$ cat config.mk
export PLATFORM = sky130hd
export DESIGN_NAME = heap_ram_arbiter
export DESIGN_NICKNAME = d
export VERILOG_FILES = /design/src/rtl/heap_ram_arbiter.sv
export SDC_FILE = /design/constraint.sdc
export NUM_CORES = 1
export LEC_CHECK = 0
export CAP_MARGIN = 30
export CORE_AREA = 5 5 117 119
export DETAILED_ROUTE_END_ITERATION = 10
export DIE_AREA = 0 0 122 124
export HOLD_SLACK_MARGIN = 0.03
export PLACE_DENSITY_LB_ADDON = 0.3
export SYNTH_ARGS = -nofsm -noshare
export SYNTH_HDL_FRONTEND = slang
export SYNTH_SLANG_ARGS = --single-unit
export TNS_END_PERCENT = 10
$ cat constraint.sdc
create_clock -name clk -period 5.29 [get_ports clk]
set_input_delay 1.587 -clock clk [delete_from_list [all_inputs] [get_ports clk]]
set_output_delay 1.587 -clock clk [all_outputs]
set_load 0.02 [all_outputs]
$ cat src/rtl/heap_ram_arbiter.sv
// -----------------------------------------------------------------------------
// heap_ram_arbiter
//
// Shares one heap-level dual-port RAM (1-cycle registered read) between NREQ
// requesters (sorter stages, host loader, debug readback).
//
//   Port A : round-robin arbitrated single-word read/write channel. Reads are
//            answered one cycle after the grant with the requester id attached.
//   Port B : owned by the clear engine, which sweeps the level RAM to
//            INIT_VALUE (the empty-node sentinel) two words per cycle, port A
//            taking even addresses and port B odd ones.
//
// Handshake: a request is issued in a cycle where req_valid[i] & req_ready[i];
// the requester holds valid/we/addr/data stable until then. req_ready is
// combinational and at most one-hot. rsp has no backpressure.
//
// Optional build macro: HEAP_ARB_FIXED_PRIO_EN
//   defined   -> fixed priority, lowest asserted index wins, ptr stays at 0
//   undefined -> round-robin starting from ptr
//
// Ports:
//   clk, rst_n                      clock, asynchronous active-low reset
//   req_valid/req_we [NREQ]         per-requester request, 1 = write
//   req_addr/req_data (packed)      requester i uses slice i
//   req_ready [NREQ]                one-hot grant
//   rsp_valid/rsp_id/rsp_data       tagged read response (rsp_data = ram_q_a)
//   clear_start/clear_busy/clear_done  sweep control and status
//   ram_addr_a/ram_data_a/ram_we_a/ram_q_a   RAM port A
//   ram_addr_b/ram_data_b/ram_we_b           RAM port B
//   clear_busy doubles as the observable FSM state (1 = CLEAR).
// -----------------------------------------------------------------------------
module heap_ram_arbiter #(
    parameter int DATA_WIDTH = 32,
    parameter int ADDR_WIDTH = 5,
    parameter int LEVEL      = 1,
    parameter int NREQ       = 4,
    parameter int IDW        = 2,
    parameter logic [DATA_WIDTH-1:0] INIT_VALUE = '1
) (
    input  logic                       clk,
    input  logic                       rst_n,
    input  logic [NREQ-1:0]            req_valid,
    input  logic [NREQ-1:0]            req_we,
    input  logic [NREQ*ADDR_WIDTH-1:0] req_addr,
    input  logic [NREQ*DATA_WIDTH-1:0] req_data,
    output logic [NREQ-1:0]            req_ready,
    output logic                       rsp_valid,
    output logic [IDW-1:0]             rsp_id,
    output logic [DATA_WIDTH-1:0]      rsp_data,
    input  logic                       clear_start,
    output logic                       clear_busy,
    output logic                       clear_done,
    output logic [ADDR_WIDTH-1:0]      ram_addr_a,
    output logic [DATA_WIDTH-1:0]      ram_data_a,
    output logic                       ram_we_a,
    input  logic [DATA_WIDTH-1:0]      ram_q_a,
    output logic [ADDR_WIDTH-1:0]      ram_addr_b,
    output logic [DATA_WIDTH-1:0]      ram_data_b,
    output logic                       ram_we_b
);

    localparam int MEM_SIZE  = 1 << LEVEL;
    // A one-entry level still needs one sweep cycle (port A only).
    localparam int SWEEP_LEN = (MEM_SIZE >= 2) ? (MEM_SIZE / 2) : 1;
    localparam logic [ADDR_WIDTH-1:0] SWEEP_LAST = ADDR_WIDTH'(SWEEP_LEN - 1);
    localparam bit HAS_PORT_B_SWEEP = (MEM_SIZE >= 2);

    typedef enum logic [0:0] {
        IDLE  = 1'b0,
        CLEAR = 1'b1
    } state_t;

    state_t                state;
    logic [IDW-1:0]        ptr;
    logic [ADDR_WIDTH-1:0] sweep_cnt;

    logic                  grant_valid;
    logic [IDW-1:0]        grant_id;
    logic [IDW-1:0]        ptr_next;
    logic [IDW-1:0]        cand;
    int                    cand_sum;

    // ------------------------------------------------------------------
    // Grant search: first valid requester at ptr, ptr+1, ... (mod NREQ).
    // With fixed priority ptr is never advanced, so the search starts at 0.
    // No grant while sweeping or in the cycle the sweep is requested, so the
    // clear never collides with a port A access.
    // ------------------------------------------------------------------
    always_comb begin
        grant_valid = 1'b0;
        grant_id    = '0;
        cand        = '0;
        cand_sum    = 0;
        if (state == IDLE && !clear_start) begin
            for (int o = 0; o < NREQ; o++) begin
                cand_sum = int'(ptr) + o;
                if (cand_sum >= NREQ) begin
                    cand_sum = cand_sum - NREQ;
                end
                cand = IDW'(cand_sum);
                if (!grant_valid && req_valid[cand]) begin
                    grant_valid = 1'b1;
                    grant_id    = cand;
                end
            end
        end
    end

    assign req_ready = grant_valid ? (NREQ'(1) << grant_id) : '0;
    assign ptr_next  = (grant_id == IDW'(NREQ - 1)) ? '0 : grant_id + IDW'(1);
    assign rsp_data  = ram_q_a;

    // ------------------------------------------------------------------
    // Port A: sweep has priority (grant is already suppressed then),
    // otherwise the winner's request passes straight through.
    // ------------------------------------------------------------------
    always_comb begin
        ram_we_a   = 1'b0;
        ram_addr_a = '0;
        ram_data_a = '0;
        if (state == CLEAR) begin
            ram_we_a   = 1'b1;
            ram_addr_a = sweep_cnt << 1;
            ram_data_a = INIT_VALUE;
        end else if (grant_valid) begin
            ram_we_a   = req_we[grant_id];
            ram_addr_a = req_addr[grant_id*ADDR_WIDTH +: ADDR_WIDTH];
            ram_data_a = req_data[grant_id*DATA_WIDTH +: DATA_WIDTH];
        end
    end

    // Port B: odd addresses of the sweep, idle otherwise.
    always_comb begin
        ram_we_b   = 1'b0;
        ram_addr_b = '0;
        ram_data_b = '0;
        if (state == CLEAR && HAS_PORT_B_SWEEP) begin
            ram_we_b   = 1'b1;
            ram_addr_b = (sweep_cnt << 1) | ADDR_WIDTH'(1);
            ram_data_b = INIT_VALUE;
        end
    end

    // ------------------------------------------------------------------
    // FSM, pointer, response tag and sweep counter.
    // A read granted in IDLE returns in the next cycle even if that cycle is
    // already part of a sweep: the response pipe is independent of state.
    // ------------------------------------------------------------------
    always_ff @(posedge clk or negedge rst_n) begin
        if (!rst_n) begin
            state      <= IDLE;
            ptr        <= '0;
            rsp_valid  <= 1'b0;
            rsp_id     <= '0;
            clear_busy <= 1'b0;
            clear_done <= 1'b0;
            sweep_cnt  <= '0;
        end else begin
            clear_done <= 1'b0;
            rsp_valid  <= grant_valid && !req_we[grant_id];
            if (grant_valid && !req_we[grant_id]) begin
                rsp_id <= grant_id;
            end
            case (state)
                IDLE: begin
`ifndef HEAP_ARB_FIXED_PRIO_EN
                    if (grant_valid) begin
                        ptr <= ptr_next;
                    end
`endif
                    if (clear_start) begin
                        state      <= CLEAR;
                        clear_busy <= 1'b1;
                        sweep_cnt  <= '0;
                    end
                end
                CLEAR: begin
                    // clear_start is ignored here by construction.
                    if (sweep_cnt == SWEEP_LAST) begin
                        state      <= IDLE;
                        clear_busy <= 1'b0;
                        clear_done <= 1'b1;
                        sweep_cnt  <= '0;
                    end else begin
                        sweep_cnt <= sweep_cnt + ADDR_WIDTH'(1);
                    end
                end
                default: begin
                    state <= IDLE;
                end
            endcase
        end
    end

endmodule
# Yosys cells after proc, flatten, opt, wreduce, memory -nomap -nowiden
# Cells that the tools add are included.
[word_totals]
ff_bits = 13
latchBits = 0
ramBits = 0
mem_bits_ro = 0
in_bits = 191
out_inout_bits = 117
elab_cells = 99
n_memories = 0
[op_classes]
n_addsub = 9
multipliers = 1
div_mod_pow = 0
n_lt_le_gt_ge = 9
eq_ne = 3
shift = 3
muxes = 53
bitwise = 1
n_reduce_logical = 13
[ops]
columns = ["operator", "n"]
rows = [
  ["128-bit by 8-bit variable part select with 32-bit output", 1],
  ["32-bit 2-to-1 mux", 3],
  ["2-bit 2-to-1 mux", 14],
  ["5-bit 2-to-1 mux", 5],
  ["1-bit 2-to-1 mux", 22],
  ["20-bit by 6-bit variable part select with 5-bit output", 1],
  ["2-bit by 3-bit less-than comparator with 1-bit output (second input constant)", 5],
  ["1-bit binary-select mux with 2-bit select", 5],
  ["5-bit one-hot mux with 2 select lines", 1],
  ["3-bit greater-or-equal comparator (second input constant)", 3],
  ["2-bit by 1-bit subtractor with 2-bit output (second input constant)", 4],
  ["2-bit by 2-bit adder with 3-bit output (second input constant)", 2],
  ["5-bit by 1-bit adder with 5-bit output (second input constant)", 1],
  ["1-bit logical AND", 5],
  ["1-bit zero test", 5],
  ["5-bit zero test", 1],
  ["2-bit by 3-bit multiplier with 5-bit output (second input constant)", 1],
  ["4-bit 2-to-1 mux", 1],
  ["1-bit one-hot mux with 2 select lines", 2],
  ["2-bit AND reduction", 2],
  ["1-bit by 2-bit left shift with 4-bit output (first input constant)", 1],
  ["2-bit by 1-bit adder with 3-bit output (second input constant)", 1],
  ["2-bit by 3-bit greater-or-equal comparator with 1-bit output (second input constant)", 1],
  ["2-bit by 1-bit adder with 2-bit output (second input constant)", 1],
  ["other kinds (4)", 4],
]

# Depth between registers and ports, before layout
[depth]
ltp_word = 23
mapped_depth = 12
depth_no_buf = 8

# Worst setup path before layout
# No wires, ideal clock.
[synth_timing]
path_type = "input-to-output"
start = "input port req_valid[3]"
end = "output port ram_addr_a[1]"
arrival_time_ns = 3.287
t_required_ns = 3.703
path_slack_ns = 0.416
stages = 10
path_buffers = 4
cell_sequence = "nand2b_1 -> a21oi_1 -> a311o_1 -> buf_2 -> or2_1 -> clkbuf_1 -> buf_6 -> buf_6 -> mux2i_1 -> o221ai_1"
[synth_between]
elab_chain_len = 20
word_cells_on_any_way = 31
classes_between = "mul (1); shift (1); mux (23); reduce/logical (6)"
[synth_lines]
columns = ["item", "line", "rtl"]
rows = [
  ["start: declaration", "42", "input logic [NREQ-1:0] req_valid,"],
  ["1-bit binary-select mux with 2-bit select", "101", "if (!grant_valid && req_valid[cand]) begin"],
  ["1-bit 2-to-1 mux (not written as such)", "101", ""],
  ["1-bit 2-to-1 mux", "101", ""],
  ["1-bit 2-to-1 mux", "94", "if (state == IDLE && !clear_start) begin"],
  ["1-bit zero test", "101", ""],
  ["1-bit logical AND", "101", ""],
  ["1-bit 2-to-1 mux", "101", ""],
  ["1-bit 2-to-1 mux", "94", ""],
  ["[4 not listed]", "-", ""],
  ["1-bit zero test", "101", ""],
  ["1-bit logical AND", "101", ""],
  ["2-bit 2-to-1 mux", "101", ""],
  ["2-bit 2-to-1 mux", "94", ""],
  ["2-bit by 3-bit multiplier with 5-bit output", "127", "ram_addr_a = req_addr[grant_id*ADDR_WIDTH +: ADDR_WIDTH];"],
  ["20-bit by 6-bit variable part select with 5-bit output", "127", ""],
  ["5-bit 2-to-1 mux (*)", "125", "end else if (grant_valid) begin"],
  ["5-bit 2-to-1 mux (*)", "121", "if (state == CLEAR) begin"],
  ["end: declaration", "53", "output logic [ADDR_WIDTH-1:0] ram_addr_a,"],
]
# Every way passes the cells marked *; elsewhere a longest branch is shown, timed or not. The select of a mux whose other input is x is not followed.

# Worst setup path after layout
[layout_timing]
start = "input port req_valid[1]"
end = "output port ram_data_a[9]"
[layout_between]
elab_chain_len = 19
word_cells_on_any_way = 30
classes_between = "shift (1); mux (23); reduce/logical (6)"
[layout_lines]
columns = ["item", "line", "rtl"]
rows = [
  ["1-bit binary-select mux with 2-bit select", "101", ""],
  ["1-bit 2-to-1 mux (not written as such)", "101", ""],
  ["1-bit 2-to-1 mux", "101", ""],
  ["1-bit 2-to-1 mux", "94", ""],
  ["1-bit zero test", "101", ""],
  ["1-bit logical AND", "101", ""],
  ["1-bit 2-to-1 mux", "101", ""],
  ["1-bit 2-to-1 mux", "94", ""],
  ["[3 not listed]", "-", ""],
  ["1-bit 2-to-1 mux", "94", ""],
  ["1-bit zero test", "101", ""],
  ["1-bit logical AND", "101", ""],
  ["2-bit 2-to-1 mux", "101", ""],
  ["2-bit 2-to-1 mux", "94", ""],
  ["128-bit by 8-bit variable part select with 32-bit output", "128", "ram_data_a = req_data[grant_id*DATA_WIDTH +: DATA_WIDTH];"],
  ["32-bit 2-to-1 mux (*)", "125", ""],
  ["32-bit 2-to-1 mux (*)", "121", ""],
  ["end: declaration", "54", "output logic [DATA_WIDTH-1:0] ram_data_a,"],
]
# Marked as above.

==> metrics.cfg <==
[status]
status=finished, violations left
violations=setup timing

[sta]
period_minus_slack_ps=5300
holdWs_ps=498
tightest_slew_ps=634
slew_headroom=0.576
slew_violations=0
clock_skew_ps=1.00
setup_violations=1
rsz0062_at_grt=true
hold_violations=0
period_share=1.00
max_freq_ghz=0.189
worst_slack_ps=-8.49

[finish]
final_area_um2=4780
fillCellCount=1272
fin_cells=650
antenna_cells=0
drive_gt1_frac=0.153
layout_common_cells=199 x clkdlybuf4s50_1, 73 x mux2i_1, 36 x o221ai_1
final_common_cell=clkdlybuf4s50_1
synthToLayoutAreaGrowth_pct=94.3
nets=676

[synth]
synth_edf_count=0
yosys_warnings=0
yosys-mux-area-fraction=0.319
seq_area_frac_synth=0.132
synthArstFlopShare=1.00
synthDistinctLibCells=32
synth_xor_area_frac=0
synth_area_per_cell_um2=8.46
ys.flop_type=dfrtp_1
synthSimpleGateAreaFrac=0.0777
synth_area_leaders=mux2i_1 30%, buf_4 20%, dfrtp_1 13%
synth_top_family_by_area=multiplexers
synthCells=291
synth_compound_area_frac=0.183
synth_top_cell_by_area=mux2i_1
netlist.area_leader.share=0.305
synth_area_um2=2460
syn-num-nets=488
synth_seq_cells=13
synthAdderAreaFrac=0.0305

[detailed_routing]
vias=2941
drc=0
wl_mm=12.3
avgViaCountPerCell=4.52
drt_pass1_iterations=5
ant_nets=0
drtIter0Drc=64
post_drt_wl_per_cell_um=18.9

[pwr]
ir_drop_uv=123
p_leak_uw=0.00219
powerDensity_nw_per_um2=434

[floorplan]
fp.dieW_um=122
die_y_um=124
initial_core_util=0.198
core.rowCount=41
io_pins=308
die_area_um2=15100
core-area_um2=12500

[setup_path]
arrival_ps=3710
cp-start-kind=primary input
path_cells=clkdlybuf4s50_1, a21oi_1, a311o_2, or2_4, buf_4, mux2i_1, o221ai_1, dlygate4sd2_1
slowest_delay_ps=530
r2r_slack_ps=3300
crit_slowest_cell=clkdlybuf4s50_1
crit_required_ps=3700
critPathKind=in2out
worst_setup_path_end_kind=output port
critPathMaxFanout=5

[clock_tree]
path_clk_slew_ps=50
clock_path_buffers=2
clock_latency_ps=240
numClockSinks=13
cts_tree=yes
cts_hold_buf=0
cts_root_buffer=clkbuf_16
htree_levels=1
cts_buffers=3

[global_routing]
grt_overflow_total=0
antenna_found_initial=0
grt_first_pass_wirelength_mm=17.3
grt_max_degree=49
grt_pass1_vias=3133
grtUsageTotal=0.147

[place]
placed_cell_area_um2=4750
gp_congestion=0.803
numPlacedInstances=642
numPortBuffers=243
dp_hpwl_mm=10.1

[hold_path]
hold_class=reg2reg

[job]
maxCapViolations=0

## stage by stage
stage | util | power (uW) | TNS, ps | setup WS [ps]
6_report | 0.384 | 2080 | -8.49 | -8.49
5_1_grt | 0.384 | 2210 | -871 | -104
4_1_cts | 0.389 | 2140 | -107 | -26.6
3_5_place_dp | 0.381 | 2050 | -18770 | -532
3_3_place_gp | 0.381 | 2040 | -18350 | -525
2_1_floorplan | - | 1310 | 0 | 416
## cells by family (layout without fill, tap and decap cells)
| kind of cell | Yosys count | after routing |
|---|---|---|
| buffers and inverters | 97 | 284 |
| and+or+nand+nor | 40 | 40 |
| DFF | 13 | 13 |
| AOI/OAI and AO/OA | 58 | 58 |
| adders and majority gates | 6 | 6 |
| muxes | 77 | 77 |
## area by class of cell
class                           instances  area, um^2  share of cell area
Timing Repair Buffer                  270        2590               0.542
Multi-Input combinational cell        181        1530               0.320
Sequential cell                        13         325              0.0680
Tap cell                              172         215              0.0450
Clock buffer                            3        75.1              0.0157
Inverter                               10        37.5             0.00785
Clock inverter                          1        5.00             0.00105
## routing by layer
metal / global-route usage / wire length, um / up-vias
li1: - / - / 1386
met1: 0.160 / 4400 / 1350
met2: 0.278 / 6480 / 194
met3: 0.0490 / 1280 / 11
met4: 0.0287 / 103 / 0
met5: 0 / 0 / -
## path summary, 6_finish.rpt
path                               from            end  cells after the start
setup reg to reg                 ptr[1]         ptr[1]                      8
hold reg to reg            sweep_cnt[4]   sweep_cnt[4]                      1
min in group asynchronous         rst_n     clear_busy                      1
hold / removal             sweep_cnt[4]   sweep_cnt[4]                      1
max in group asynchronous         rst_n   sweep_cnt[2]                      1
setup / recovery           req_valid[1]  ram_data_a[9]                      8
## power breakdown
group,switching [uW],leakage [uW],internal (uW)
registers,32.9,0.000164,133
logic,964,0.00198,803
clock network,42.3,0.0000409,101
total,1040,0.00219,1040
## cells in the mapped netlist (all sizes together), types with 4 or more instances
cell type  instances
mux2i             75
buf               72
o221ai            36
clkbuf            15
nand2             15
dfrtp             13
o21ai             10
inv                9
nor2               9
ha                 6
and2               5
a21oi              4
nand2b             4
## registers in the layout, indices dropped and copies added (netlist names)
signal,flops
rsp_valid,1
sweep_cnt,5
rsp_id,2
clear_busy,1
state,1
ptr,2
clear_done,1
## worst max-delay path, delay by kind of cell
family | cells | cell delay [ps]
compound gates | 3 | 600
buf+inv | 3 | 1080
mux | 1 | 120
simple gates | 1 | 320
## timing repair
item / 4_1_cts / 5_1_grt
pin swaps: 0 / 2
buffers inserted: 3 / 0
gates cloned: 1 / 0
setup endpoints to repair: 42 / 41
resized for setup: 144 / 26
Note: power is estimated with default switching activity, not from simulation.
